`config.mk`:
```
export PLATFORM = sky130hd
export DESIGN_NAME = alu_exec
export DESIGN_NICKNAME = d
export VERILOG_FILES = /design/src/rtl/alu_pkg.sv /design/src/rtl/alu_mul_iter.sv /design/src/rtl/alu_exec.sv
export SDC_FILE = /design/constraint.sdc
export NUM_CORES = 1
export LEC_CHECK = 0
export ABC_CLOCK_PERIOD_IN_PS = 9800
export BUFFER_PORTS_ARGS = -buffer_cell sky130_fd_sc_hd__buf_2
export CAP_MARGIN = 40
export CORE_MARGIN = 3
export CORE_UTILIZATION = 28
export DETAILED_ROUTE_END_ITERATION = 10
export MAX_ROUTING_LAYER = met4
export PLACE_DENSITY = 0.48
export SYNTH_ARGS = -nofsm -noshare
export SYNTH_HDL_FRONTEND = slang
export SYNTH_SLANG_ARGS = --single-unit
```
`constraint.sdc`:
```
create_clock -name clk -period 9.8 [get_ports clk]
set_clock_uncertainty 0.05 [all_clocks]
set_input_delay 0.49 -clock clk [delete_from_list [all_inputs] [get_ports clk]]
set_output_delay 0.49 -clock clk [all_outputs]
set_load 0.005 [all_outputs]
```
`src/rtl/alu_pkg.sv`:
```
// Shared definitions for the execute-stage ALU: operand width, opcode
// encodings and the FSM state type.
// Optional build macro: ALU_MUL_EN (enables the iterative multiplier).
package alu_pkg;

  localparam int XLEN = 32;

  localparam logic [3:0] ALU_ADD  = 4'b0000;
  localparam logic [3:0] ALU_SUB  = 4'b0001;
  localparam logic [3:0] ALU_AND  = 4'b0010;
  localparam logic [3:0] ALU_OR   = 4'b0011;
  localparam logic [3:0] ALU_XOR  = 4'b0100;
  localparam logic [3:0] ALU_SLL  = 4'b0101;
  localparam logic [3:0] ALU_SRL  = 4'b0110;
  localparam logic [3:0] ALU_SRA  = 4'b0111;
  localparam logic [3:0] ALU_SLT  = 4'b1000;
  localparam logic [3:0] ALU_SLTU = 4'b1001;
  localparam logic [3:0] ALU_MUL  = 4'b1010;

  typedef enum logic {
    ST_IDLE,
    ST_MUL_RUN
  } state_t;

endpackage

```
`src/rtl/alu_mul_iter.sv`:
```
// Shift-add multiplier core: one partial product per step, 32 steps give
// the low 32 bits of the product. prod_o presents the accumulator value
// including the current step, so the owner can capture it on the last step.
// Only instantiated when ALU_MUL_EN is defined.
module alu_mul_iter
  import alu_pkg::*;
(
  input  logic            clk,
  input  logic            rst,
  input  logic            load_i,
  input  logic            step_i,
  input  logic [XLEN-1:0] mcand_i,
  input  logic [XLEN-1:0] mplier_i,
  output logic [XLEN-1:0] prod_o,
  output logic            last_o
);

  logic [XLEN-1:0] mcand_q;
  logic [XLEN-1:0] mplier_q;
  logic [XLEN-1:0] acc_q;
  logic [XLEN-1:0] acc_d;
  logic [4:0]      count_q;

  // Accumulate the shifted multiplicand whenever the current multiplier bit is set
  always_comb begin
    acc_d = acc_q;
    if (mplier_q[0]) begin
      acc_d = acc_q + mcand_q;
    end
  end

  assign prod_o = acc_d;
  assign last_o = (count_q == 5'd31);

  // Load operands on acceptance, then advance one multiplier bit per step
  always_ff @(posedge clk) begin
    if (rst) begin
      mcand_q  <= '0;
      mplier_q <= '0;
      acc_q    <= '0;
      count_q  <= '0;
    end else if (load_i) begin
      mcand_q  <= mcand_i;
      mplier_q <= mplier_i;
      acc_q    <= '0;
      count_q  <= '0;
    end else if (step_i) begin
      mcand_q  <= mcand_q << 1;
      mplier_q <= mplier_q >> 1;
      acc_q    <= acc_d;
      count_q  <= count_q + 5'd1;
    end
  end

endmodule

```
`src/rtl/alu_exec.sv`:
```
// Execute-stage ALU with registered result, zero and error flags.
// Single-cycle ops complete on the acceptance edge; MUL (when ALU_MUL_EN
// is defined) runs 32 shift-add iterations behind a busy/done handshake.
// Without ALU_MUL_EN, opcode 1010 is illegal and busy is constant 0.
module alu_exec
  import alu_pkg::*;
(
  input  logic            clk,
  input  logic            rst,
  input  logic            start,
  input  logic [3:0]      alu_ctrl,
  input  logic [XLEN-1:0] op_a,
  input  logic [XLEN-1:0] op_b,
  output logic [XLEN-1:0] result,
  output logic            zero,
  output logic            busy,
  output logic            done,
  output logic            err
);

  state_t          state_q;
  logic [XLEN-1:0] result_q;
  logic            zero_q;
  logic            done_q;
  logic            err_q;
  logic [XLEN-1:0] scResult;
  logic            scIllegal;
  logic [4:0]      shamt;

  assign shamt = op_b[4:0];

  // Single-cycle datapath: opcode decode and result for every non-MUL op
  always_comb begin
    scResult  = '0;
    scIllegal = 1'b0;
    case (alu_ctrl)
      ALU_ADD:  scResult = op_a + op_b;
      ALU_SUB:  scResult = op_a - op_b;
      ALU_AND:  scResult = op_a & op_b;
      ALU_OR:   scResult = op_a | op_b;
      ALU_XOR:  scResult = op_a ^ op_b;
      ALU_SLL:  scResult = op_a << shamt;
      ALU_SRL:  scResult = op_a >> shamt;
      ALU_SRA:  scResult = $signed(op_a) >>> shamt;
      ALU_SLT:  scResult = {{(XLEN-1){1'b0}}, ($signed(op_a) < $signed(op_b))};
      ALU_SLTU: scResult = {{(XLEN-1){1'b0}}, (op_a < op_b)};
      default:  scIllegal = 1'b1;
    endcase
  end

`ifdef ALU_MUL_EN
  logic            busy_q;
  logic            mulLoad;
  logic            mulStep;
  logic            mulLast;
  logic [XLEN-1:0] mulProd;

  assign mulLoad = (state_q == ST_IDLE) && start && (alu_ctrl == ALU_MUL);
  assign mulStep = (state_q == ST_MUL_RUN);
  assign busy    = busy_q;

  alu_mul_iter u_mul (
    .clk      (clk),
    .rst      (rst),
    .load_i   (mulLoad),
    .step_i   (mulStep),
    .mcand_i  (op_a),
    .mplier_i (op_b),
    .prod_o   (mulProd),
    .last_o   (mulLast)
  );
`else
  assign busy = 1'b0;
`endif

  // Control FSM: accept requests in IDLE, wait out the multiplier in MUL_RUN
  always_ff @(posedge clk) begin
    if (rst) begin
      state_q  <= ST_IDLE;
      result_q <= '0;
      zero_q   <= 1'b1;
      done_q   <= 1'b0;
      err_q    <= 1'b0;
`ifdef ALU_MUL_EN
      busy_q   <= 1'b0;
`endif
    end else begin
      done_q <= 1'b0;
      case (state_q)
        ST_IDLE: begin
          if (start) begin
`ifdef ALU_MUL_EN
            if (alu_ctrl == ALU_MUL) begin
              busy_q  <= 1'b1;
              state_q <= ST_MUL_RUN;
            end else
`endif
            begin
              result_q <= scResult;
              zero_q   <= (scResult == '0);
              err_q    <= scIllegal;
              done_q   <= 1'b1;
            end
          end
        end
`ifdef ALU_MUL_EN
        ST_MUL_RUN: begin
          if (mulLast) begin
            result_q <= mulProd;
            zero_q   <= (mulProd == '0);
            err_q    <= 1'b0;
            done_q   <= 1'b1;
            busy_q   <= 1'b0;
            state_q  <= ST_IDLE;
          end
        end
`endif
        default: state_q <= ST_IDLE;
      endcase
    end
  end

  assign result = result_q;
  assign zero   = zero_q;
  assign done   = done_q;
  assign err    = err_q;

endmodule

```
==> summary.md, run 1 <==
| Metric | Value |
|---|---|
| Outcome | finished clean |
| CP Capture Type | register |
| Initial core utilization | ~29% |
| Critical path cell sequence | buf_2 > clkinv_1 > buf_4 > ha_1 > nor2b_1 > a2111o_1 > a211oi_1 > or4_1 > a21oi_1 > a221o_1 > a211oi_1 > and4_1 > nand4_1 > nor4_1 > a41o_1 |
| Max stage delay cell, worst path | buf_2 |
| Num rows | 73 |
| Mapped Nets | 1749 |
| Die Wd | 207.9 um |
| Netlist cell types | 94 |
| Port buffer count | 105 |
| Top-count cell post-synth | nor2_1 |
| Num CTS Buffers | 5 |
| Nets | 1750 |
| Most instantiated cells after synthesis | nor2_1 (171), a21oi_1 (119), nand2_1 (112) |
| Ys flop type | dfxtp_1 |
| Post-synth EDFFs | 0 |
| Clk Tree Root Cell | clkbuf_16 |
| First-pass GRT wire length | 91.82 mm |
| Overall Power | 1.029 mW |
| Footprint of the multi-input gates | 9744 um^2 |
| Yosys top cell area share | 10.74% |
| Synth warnings | 0 |
| RSZ-0062 raised after global routing | false |
| Fmax | 0.1882 GHz |
| Antenna violations before repair | 3 |
| Clock tree buffer depth | 2 |
| FILL cells | 4453 |
| Via count | 13600 |
| Core Area | 40010 um^2 |
| DRC | 0 |
| Slew @ Worst Pin | 0.9458 ns |
| Most frequent CP cell | a211oi_1 |
| First-pass detailed-route iteration total | 5 |
| H-tree levels | 2 |
| Layout Cells excl Fill | ~2100 |
| Flops & latches, synth | 35 |
| Final HPWL DP | 48.63 mm |
| Min Hold Slack | 0.4130 ns |
| Critical path class | in -> reg |
| Cells after synthesis | 1578 |
| GPL Wtd Cong | 1.021 |
| Post-route cell area | between 10000 and 15000 um^2 |
| CTS Sinks | 35 |
| Cell count after placement | roughly 2100 |
| DP Area | 12240 um^2 |
| Die ar. | 43220 um^2 |
| Setup tns final | 0 ns |
| Final setup margin | 4.486 ns |
| Synth area leaders | ha_1 (11%), mux4_2 (9.9%), dfxtp_1 (6.1%) |
| Global Route Usage Sum | roughly 29% |
| Total gr overflow | 0 |
| Latest clock arrival within the worst-skew pair | 0.28 ns |
| Sequential area share after synthesis | 6.140% |
| Maximum vdd drop | 64.37 uV |
| Resized Gates After CTS | 0 |
| Slew Viols, Final | 0 |
| P per Cell Area | 82.84 nW/um^2 |
| FF-to-FF End | result[16] |
| Max-cap viol count | 0 |
| Post-synth top area cell | ha_1 |
| Crit share post-route | 54.23% |
| Pleak | 5.004 nW |
| Vias in the first global route | 12780 |
| Layout area overhead | 8.793% |
| Dpl ws | 4.238 ns |
| Final hold vios | 0 |
| CTS tree | done |
| # hold bufs at CTS | 0 |
| Max stage delay on crit path | 0.65 ns |
| Worst hold path endpoint | err |
| Sequential Area | 700.7 um^2 |
| Reg-to-reg startpoint | result[16] |
| Relative slew slack | between 30% and 40% |
| Synth Area per Inst | 7.232 um^2 |
| R2R depth | 2 |
| Routed WL per cell | 29.95 um |
| Critical path data required time | between 9 and 10 ns |
| Final WL | 63.11 mm |
| HP Class | reg -> reg |
| CP max FO | 36 |
| Largest net degree at the start of global routing | 63 |
| Core Util, Final | 31.03% |
| Hold Path Cell Cnt | 2 |
| Share of cells above drive strength 1 | around 16% |
| Initial detailed-routing violation count | 1885 |
| Routed vias/inst | 6.454 |
| Hold_sp | err |
| # IOs | 107 |
| Post-layout minimum cycle time | 5.314 ns |
| Worst EP arrival | 5.49 ns |
| Netlist Area Pre-Place | 11410 um^2 |
| Post-CTS setup buffer count | 0 |
| Die height | between 200 and 250 um |
| Final setup vio count | 0 |
| Setup crit start kind | input port |
| Clk slew on worst S/H paths | 0.06 ns |
| Reg-to-reg setup timing slack | slightly below 9 ns |
| Post-route ant nets | 0 |
| Ys async rst share | 0% |
## report_power, final
part	internal [mW]	switching, mW
Clock	0.126	0.0580
Combinational	0.232	0.453
Sequential	0.154	0.00550
Total	0.512	0.516
## worst max-delay path, delay by kind of cell
family	cells	cell delay (ns)
AO/OA/AOI/OAI	6	2.28
AND/OR/NAND/NOR	5	1.18
buffers and inverters	3	1.09
adder cells (fa/ha/maj)	1	0.42
## cells by family (layout without fill, tap and decap cells)
| family | Yosys count | count (layout) | synth area share, % |
|---|---|---|---|
| xor gates and xnor gates | 9 | 9 | 0.6908 |
| AOI/OAI and AO/OA | 540 | 540 | 32.95 |
| other | 1 | 3 | 0.03286 |
| adders and majority gates | 100 | 100 | 11.10 |
| muxes | 140 | 140 | 18.47 |
| buffers and inverters | 241 | 243 | 8.826 |
| DFF | 35 | 35 | 6.140 |
| and+or+nand+nor | 512 | 512 | 21.80 |
## area by class of cell
class / instances / share of cell area [%]
clock inverters: 2 / 0.2822
clock buffers: 6 / 1.119
multi-input cells: 1302 / 78.48
well taps: 525 / 5.291
repair buffers: 137 / 6.178
flip-flops and latches: 35 / 5.643
inverters: 98 / 2.963
diodes: 2 / 0.04031
## flip-flops by register name, summed over array words and instances (netlist names)
signal,cells
done,1
err,1
result,32
zero,1
## routing by layer
layer,routed length (um),global-route usage [%]
met2,28290,44.24
met5,0,-
met4,1867,6.952
met1,28140,40.28
met3,4815,2.342
## cell usage in the layout (no fill, tap or decap), types with 7 or more instances in the layout
cell and n:
ha_1 98, o31ai_1 13, buf_2 106, a221o_1 9, nor3_1 44, o21a_1 12
nand2_1 112, o211ai_1 36, nor2_1 171, buf_4 29, nor2b_1 19, a221oi_1 15
o311ai_0 9, o2111ai_1 9, a21oi_1 119, o21ai_0 76, nand2b_1 15, o21bai_1 11
or3_1 13, a2bb2oi_1 8, a32oi_1 7, a31oi_1 24, a211o_1 10, xnor2_1 7
a22oi_1 13, o22ai_1 22, mux2i_1 64, o221ai_1 13, a21o_1 14, inv_1 94
a211oi_1 55, nor4_1 18, mux4_2 50, nand4_1 13, nand3_1 42, mux2_2 21
or2_2 12, dfxtp_1 35
## worst max-delay path by stage
stage	slack (ns)	cells after the start	endpoint	start
2_1_floorplan	5.07	17	zero	op_b[1]
3_3_place_gp	4.25	15	zero	op_b[2]
3_5_place_dp	4.24	15	zero	op_b[2]
4_1_cts	4.51	15	zero	op_b[2]
5_1_grt	4.15	15	zero	op_b[4]
6_report	4.49	15	zero	op_b[2]
Power figures use the tool's default switching activity.
==> run 2, diff against run 1 <==
- ABC_CLOCK_PERIOD_IN_PS: 9800 -> 4500
- PLACE_DENSITY: 0.48 -> 0.49
- clock period: 9.8 -> 4.5 ns (I/O delays scaled with it)
==> summary.md, run 2 (synthesis gave the netlist of run 1 again) <==
| Metric | Value |
|---|---|
| Outcome | finished clean |
| Clk Tree Root Cell | clkbuf_16 |
| Port buffer count | 105 (unchanged) |
| Fmax | 0.2367 GHz |
| Post-layout minimum cycle time | 4.224 ns |
| Footprint of the multi-input gates | 9744 um^2 (unchanged) |
| Final setup vio count | 0 (unchanged) |
| Die ar. | 43220 um^2 (unchanged) |
| Antenna violations before repair | 1 (-2) |
| Largest net degree at the start of global routing | 80 (+27%) |
| Setup crit start kind | input port |
| P per Cell Area | 171.7 nW/um^2 (+110%) |
| Layout Cells excl Fill | 2179 (+3.4%) |
| Num rows | 73 (unchanged) |
| Global Route Usage Sum | 28.02% (-0.50 points) |
| CP max FO | 78 (+120%) |
| Crit share post-route | 93.88% |
| Routed WL per cell | 28.62 um (-4.4%) |
| # hold bufs at CTS | 0 (unchanged) |
| Critical path class | in -> reg |
| Resized Gates After CTS | 0 (unchanged) |
| Routed vias/inst | 6.370 (-1.3%) |
| Overall Power | 2.227 mW (+120%) |
| Sequential Area | 700.7 um^2 (unchanged) |
| Post-CTS setup buffer count | 0 (unchanged) |
| Slew @ Worst Pin | 1.049 ns (+0.1033 ns) |
| H-tree levels | 2 (unchanged) |
| Die height | 207.9 um (unchanged) |
| Maximum vdd drop | 88.95 uV (+38%) |
| FILL cells | 4384 (-1.5%) |
| First-pass GRT wire length | 91.09 mm (-0.79%) |
| Latest clock arrival within the worst-skew pair | 0.27 ns (about the same) |
| Initial detailed-routing violation count | 1975 (+4.8%) |
| # IOs | 107 (unchanged) |
| RSZ-0062 raised after global routing | false |
| Final setup margin | 0.2756 ns (-4.210 ns) |
| Critical path data required time | 4.67 ns (-5.30 ns) |
| Vias in the first global route | 13100 (+2.5%) |
| Min Hold Slack | 0.3737 ns (-0.03936 ns) |
| Final WL | 62.37 mm (-1.2%) |
| Max FFs per register | 32 (unchanged) |
| Commonest non-fill, non-tap cells in the layout | nor2_1 (171), a21oi_1 (119), nand2_1 (112) |
| Clk slew on worst S/H paths | 0.05 ns (about the same) |
| Final hold vios | 0 (unchanged) |
| Total gr overflow | 0 (unchanged) |
| Most common cell after layout, fill and taps aside | nor2_1 |
| First-pass detailed-route iteration total | 6 (+1) |
| Final HPWL DP | 49.16 mm (+1.1%) |
| Max-cap viol count | 0 (unchanged) |
| Slew Viols, Final | 0 (unchanged) |
| Via count | 13880 (+2.1%) |
| Share of cells above drive strength 1 | 19.66% (+3.6 points) |
| Clock tree buffer depth | 2 (unchanged) |
| CP Capture Type | register |
| Relative slew slack | 29.42% (-7.3 points) |
| Nets | 1823 (+4.2%) |
| Core Area | 40010 um^2 (unchanged) |
| Die Wd | 207.9 um (unchanged) |
| Post-route ant nets | 0 (unchanged) |
| Layout area overhead | 13.69% |
| Worst EP arrival | 4.39 ns (-1.10 ns) |
| DRC | 0 (unchanged) |
| Initial core utilization | 28.53% (unchanged) |
| Cell count after placement | 2169 (+3.4%) |
| Pleak | 5.352 nW (+7.0%) |
| Core Util, Final | 32.43% (+1.4 points) |
| HP Class | in -> reg |
| CTS Sinks | 35 (unchanged) |
| CTS tree | done |
| Num CTS Buffers | 5 (unchanged) |
| GPL Wtd Cong | 1.058 (+3.6%) |
| Dpl ws | 0.08905 ns (-4.149 ns) |
==> run 2: cell type report <==
cell class              count  area share [%]
flip-flops and latches     35           5.400
multi-input cells        1302           75.10
diodes                      1         0.01929
clock buffers               7           1.022
inverters                  98           2.835
repair buffers            210           10.52
clock inverters             1         0.03857
well taps                 525           5.063
==> run 2: metal layers <==
metal,wire [um],GRT usage [%],vias up,share of wire (%)
met5,0,-,-,0
li1,-,-,6151,-
met3,4910,2.342,109,7.9
met2,28050,43.39,810,45
met1,27650,39.74,6810,44
met4,1758,6.487,0,2.8
==> run 2: final timing paths <==
check | startpoint | endpoint | slack [ns] | cells past startpoint
setup / recovery | op_b[0] | zero | 0.28 | 13
hold / removal | rst | done | 0.37 | 2
setup reg to reg | result[16] | result[16] | 3.64 | 2
hold reg to reg | result[24] | result[24] | 0.41 | 2
==> run 2: worst max-delay path: stages <==
cell and delay (ns):
buf_4 0.19, buf_12 0.41, mux4_2 0.62, a22o_1 0.25
a22o_1 0.30, a211oi_1 0.30, nor3_1 0.11, a2111oi_2 0.71
o2111ai_1 0.36, nor4_2 0.23, nand4_1 0.12, nor4_1 0.30
a41o_1 0.20
==> run 2: report_power, final <==
part	total (mW)	switching [mW]	internal, mW
combinational	1.56	0.998	0.563
clock	0.318	0.114	0.204
sequential	0.348	0.0123	0.336
==> run 2: through the flow <==
| stage | setup TNS (ns) | cell area (um^2) |
|---|---|---|
| detailed placement | 0 | 12830 |
| global placement | -0.01844 | 12810 |
| floorplan | 0 | 11410 |
| finish | 0 | 12970 |
| CTS | 0 | 12970 |
| global route | 0 | 12970 |
==> run 3, diff against run 2 <==
- ABC_AREA: not set -> 1
- CORE_MARGIN: 3 -> 2
- SETUP_SLACK_MARGIN: not set -> 0.5
==> summary.md, run 3 <==
| Metric | Value |
|---|---|
| Slew @ Worst Pin | 0.8677 ns (-0.1813 ns) |
| RSZ-0062 raised after global routing | false |
| Core Util, Final | 30.67% (-1.8 points) |
| Most instantiated cells after synthesis | nand2_1 (697), nand3_1 (462), inv_1 (247) |
| Resized Gates After CTS | 0 (unchanged) |
| Post-CTS setup buffer count | 0 (unchanged) |
| Ys async rst share | 0% (unchanged) |
| Clock Power Share | 19.3% (+5.0 points) |
| Clk slew on worst S/H paths | 0.05 ns (about the same) |
| HP Class | in -> reg |
| Slew Viols, Final | 0 (unchanged) |
| Fmax | 0.2879 GHz (+22%) |
| DRC | 0 (unchanged) |
| R2R depth | 2 (unchanged) |
| Reg-to-reg setup timing slack | 3.71 ns (+0.07 ns) |
| CP bufs+invs | 3 (+1) |
| Synth warnings | 0 (unchanged) |
| Levels on crit path | 21 (+8) |
| Reg-to-reg startpoint | result[17] |
| CP Capture Point | zero |
| Crit share post-route | 77.19% (-17 points) |
| Critical path cell sequence | buf_2 > ha_1 > inv_1 > fa_1 > inv_1 > nand3_1 > nand3_1 > nand2_1 > nand2_1 > nand2_1 > nand3_1 > o21ai_0 > nor2_1 > nand3_1 > nor2_1 > nand2_1 > nor2_1 > nand2_1 > nor2_1 > nand2_1 > nand2_1 |
| Outcome | finished clean |
| Relative slew slack | 41.62% (+12 points) |
| Pleak | 6.586 nW (+23%) |
| Netlist cell types | 51 (-46%) |
| Yosys top cell area share | 23.43% (+13 points) |
| CTS Sinks | 35 (unchanged) |
| First-pass GRT wire length | 87.07 mm (-4.4%) |
| Num rows | 73 (unchanged) |
| First-pass detailed-route iteration total | 6 (unchanged) |
| Final setup vio count | 0 (unchanged) |
| Overall Power | 2.112 mW (-5.2%) |
| H-tree levels | 2 (unchanged) |
| Layout Cells excl Fill | 2742 (+26%) |
| Post-layout minimum cycle time | 3.474 ns (-0.7507 ns) |
| Layout area overhead | 8.617% |
| Dpl ws | 0.8689 ns (+0.7798 ns) |
| # IOs | 107 (unchanged) |
| Most frequent CP cell | nand2_1 |
| Worst EP arrival | 3.64 ns (-0.75 ns) |
| CP max FO | 36 (-54%) |
| Max FFs per register | 32 (unchanged) |
| Synth Area per Inst | 5.115 um^2 (-29%) |
| Ys flop type | dfxtp_1 |
| Final hold vios | 0 (unchanged) |
| Max stage delay on crit path | 0.61 ns (-0.10 ns) |
| Critical path data required time | 4.66 ns (about the same) |
| Cell internal pwr | 984.3 uW (-11%) |
| Nets | 2385 (+31%) |
| Netlist Area Pre-Place | 11170 um^2 (-2.2%) |
| Die ar. | 41490 um^2 (-4.0%) |
| Post-route cell area | 12130 um^2 (-6.5%) |
| Setup crit start kind | input port |
| Mapped Nets | 2354 (+35%) |
| Max-cap viol count | 0 (unchanged) |
| DP Area | 11950 um^2 (-6.9%) |
| Final WL | 59.10 mm (-5.2%) |
| Commonest non-fill, non-tap cells in the layout | nand2_1 (697), nand3_1 (462), inv_1 (246) |
| Routed vias/inst | 5.496 (-14%) |
| Total gr overflow | 0 (unchanged) |
| Top-count cell post-synth | nand2_1 |
| Post-synth EDFFs | 0 (unchanged) |
| Share of cells above drive strength 1 | 7.901% (-12 points) |
| Cells after synthesis | 2183 (+38%) |
| Critical path class | in -> reg |
| Switch Pwr | 1.128 mW (+0.35%) |
| Post-synth top area cell | nand2_1 |
| Port buffer count | 105 (unchanged) |
| Routed WL per cell | 21.55 um (-25%) |
| Initial detailed-routing violation count | 1771 (-10%) |
| Vias in the first global route | 13970 (+6.6%) |
| Clk Tree Root Cell | clkbuf_16 |
| Setup tns final | 0 ns (unchanged) |
| Via count | 15070 (+8.6%) |
| Latest clock arrival within the worst-skew pair | 0.27 ns (about the same) |
| Flops & latches, synth | 35 (unchanged) |
| Min Hold Slack | 0.1587 ns (-0.2150 ns) |
| Clock tree buffer depth | 2 (unchanged) |
| Die Wd | 203.7 um (-2.0%) |
| CP delay by family, top | simple AND/OR/NAND/NOR gates |
| GPL Wtd Cong | 1.030 (-2.6%) |
| Final HPWL DP | 49.01 mm (-0.29%) |
| Sequential area share after synthesis | 6.275% (+0.14 points) |
| Critical path launch point | op_b[0] |
| Portion of total power attributed to sequential cells | 16.2% (+0.6 points) |
| Initial core utilization | 28.23% (-0.29 points) |
| Post-route ant nets | 0 (unchanged) |
| Most common cell after layout, fill and taps aside | nand2_1 |
| CTS tree | done |
| Core Area | 39550 um^2 (-1.1%) |
| Global Route Usage Sum | 28.53% (+0.51 points) |
| Synth area leaders | nand2_1 (23%), nand3_1 (21%), ha_1 (11%) |
| Die height | 203.7 um (-2.0%) |
| FF-to-FF End | result[17] |
| Final setup margin | 1.026 ns (+0.7507 ns) |
| P per Cell Area | 174.2 nW/um^2 (+1.4%) |
| Max stage delay cell, worst path | buf_2 |
| Antenna violations before repair | 2 (+1) |
| Cell count after placement | 2732 (+26%) |
| # hold bufs at CTS | 0 (unchanged) |
| CP Capture Type | register |
| Switch share | 53.40% (+2.9 points) |
| Maximum vdd drop | 120.0 uV (+35%) |
| Num CTS Buffers | 5 (unchanged) |
| Largest net degree at the start of global routing | 73 (-8.8%) |
| Logic pwr share | 64.5% (-5.6 points) |
## run 3: final cells by class
| class | instances | area, um^2 |
|---|---|---|
| fillers | 4662 | 27420 |
| multi-input cells | 1788 | 8910 |
| inverters | 260 | 980.9 |
| flip-flops and latches | 35 | 700.7 |
| repair buffers | 124 | 700.7 |
| well taps | 525 | 656.9 |
| clock buffers | 6 | 138.9 |
| clock inverters | 2 | 35.03 |
| diodes | 2 | 5.005 |
## run 3: cells by family after synthesis
logic type,after synthesis,synth area share [%]
compound gates,229,11.89
xor+xnor,1,0.07845
fa+ha+maj,100,11.34
buf+inv,360,13.95
flops,35,6.275
other cells,1,0.03358
simple gates,1457,56.43
## run 3: routing by layer
metal	vias to the layer above	share of wire, %	global-route usage (%)
met4	0	2.4	6.387
met2	657	47	46.93
met1	7153	44	38.12
li1	7202	-	-
met3	57	7.0	2.093
met5	-	0	-
## run 3: worst register-to-register path, stage by stage, from the launching register on
cell and delay (ns):
dfxtp_1 0.31, o21ai_0 0.21, a31oi_1 0.08
## run 3: worst min-delay path by stage
stage	startpoint	to	slack, ns	depth (start not counted)
after global routing	rst	zero	0.14	3
after detailed placement	result[0]	result[0]	0.41	2
after floorplan	rst	zero	0.27	2
final	rst	zero	0.16	3
after global placement	result[27]	result[27]	0.41	2
after CTS	rst	zero	0.15	3
## run 3: power by group through the flow
stage | clock network (mW) | registers (mW) | logic (mW)
after global placement | 0 | 0.348 | 1.33
after CTS | 0.411 | 0.342 | 1.33
after global routing | 0.426 | 0.344 | 1.49
after detailed placement | 0 | 0.348 | 1.33
after floorplan | 0 | 0.347 | 0.875
final | 0.408 | 0.342 | 1.36
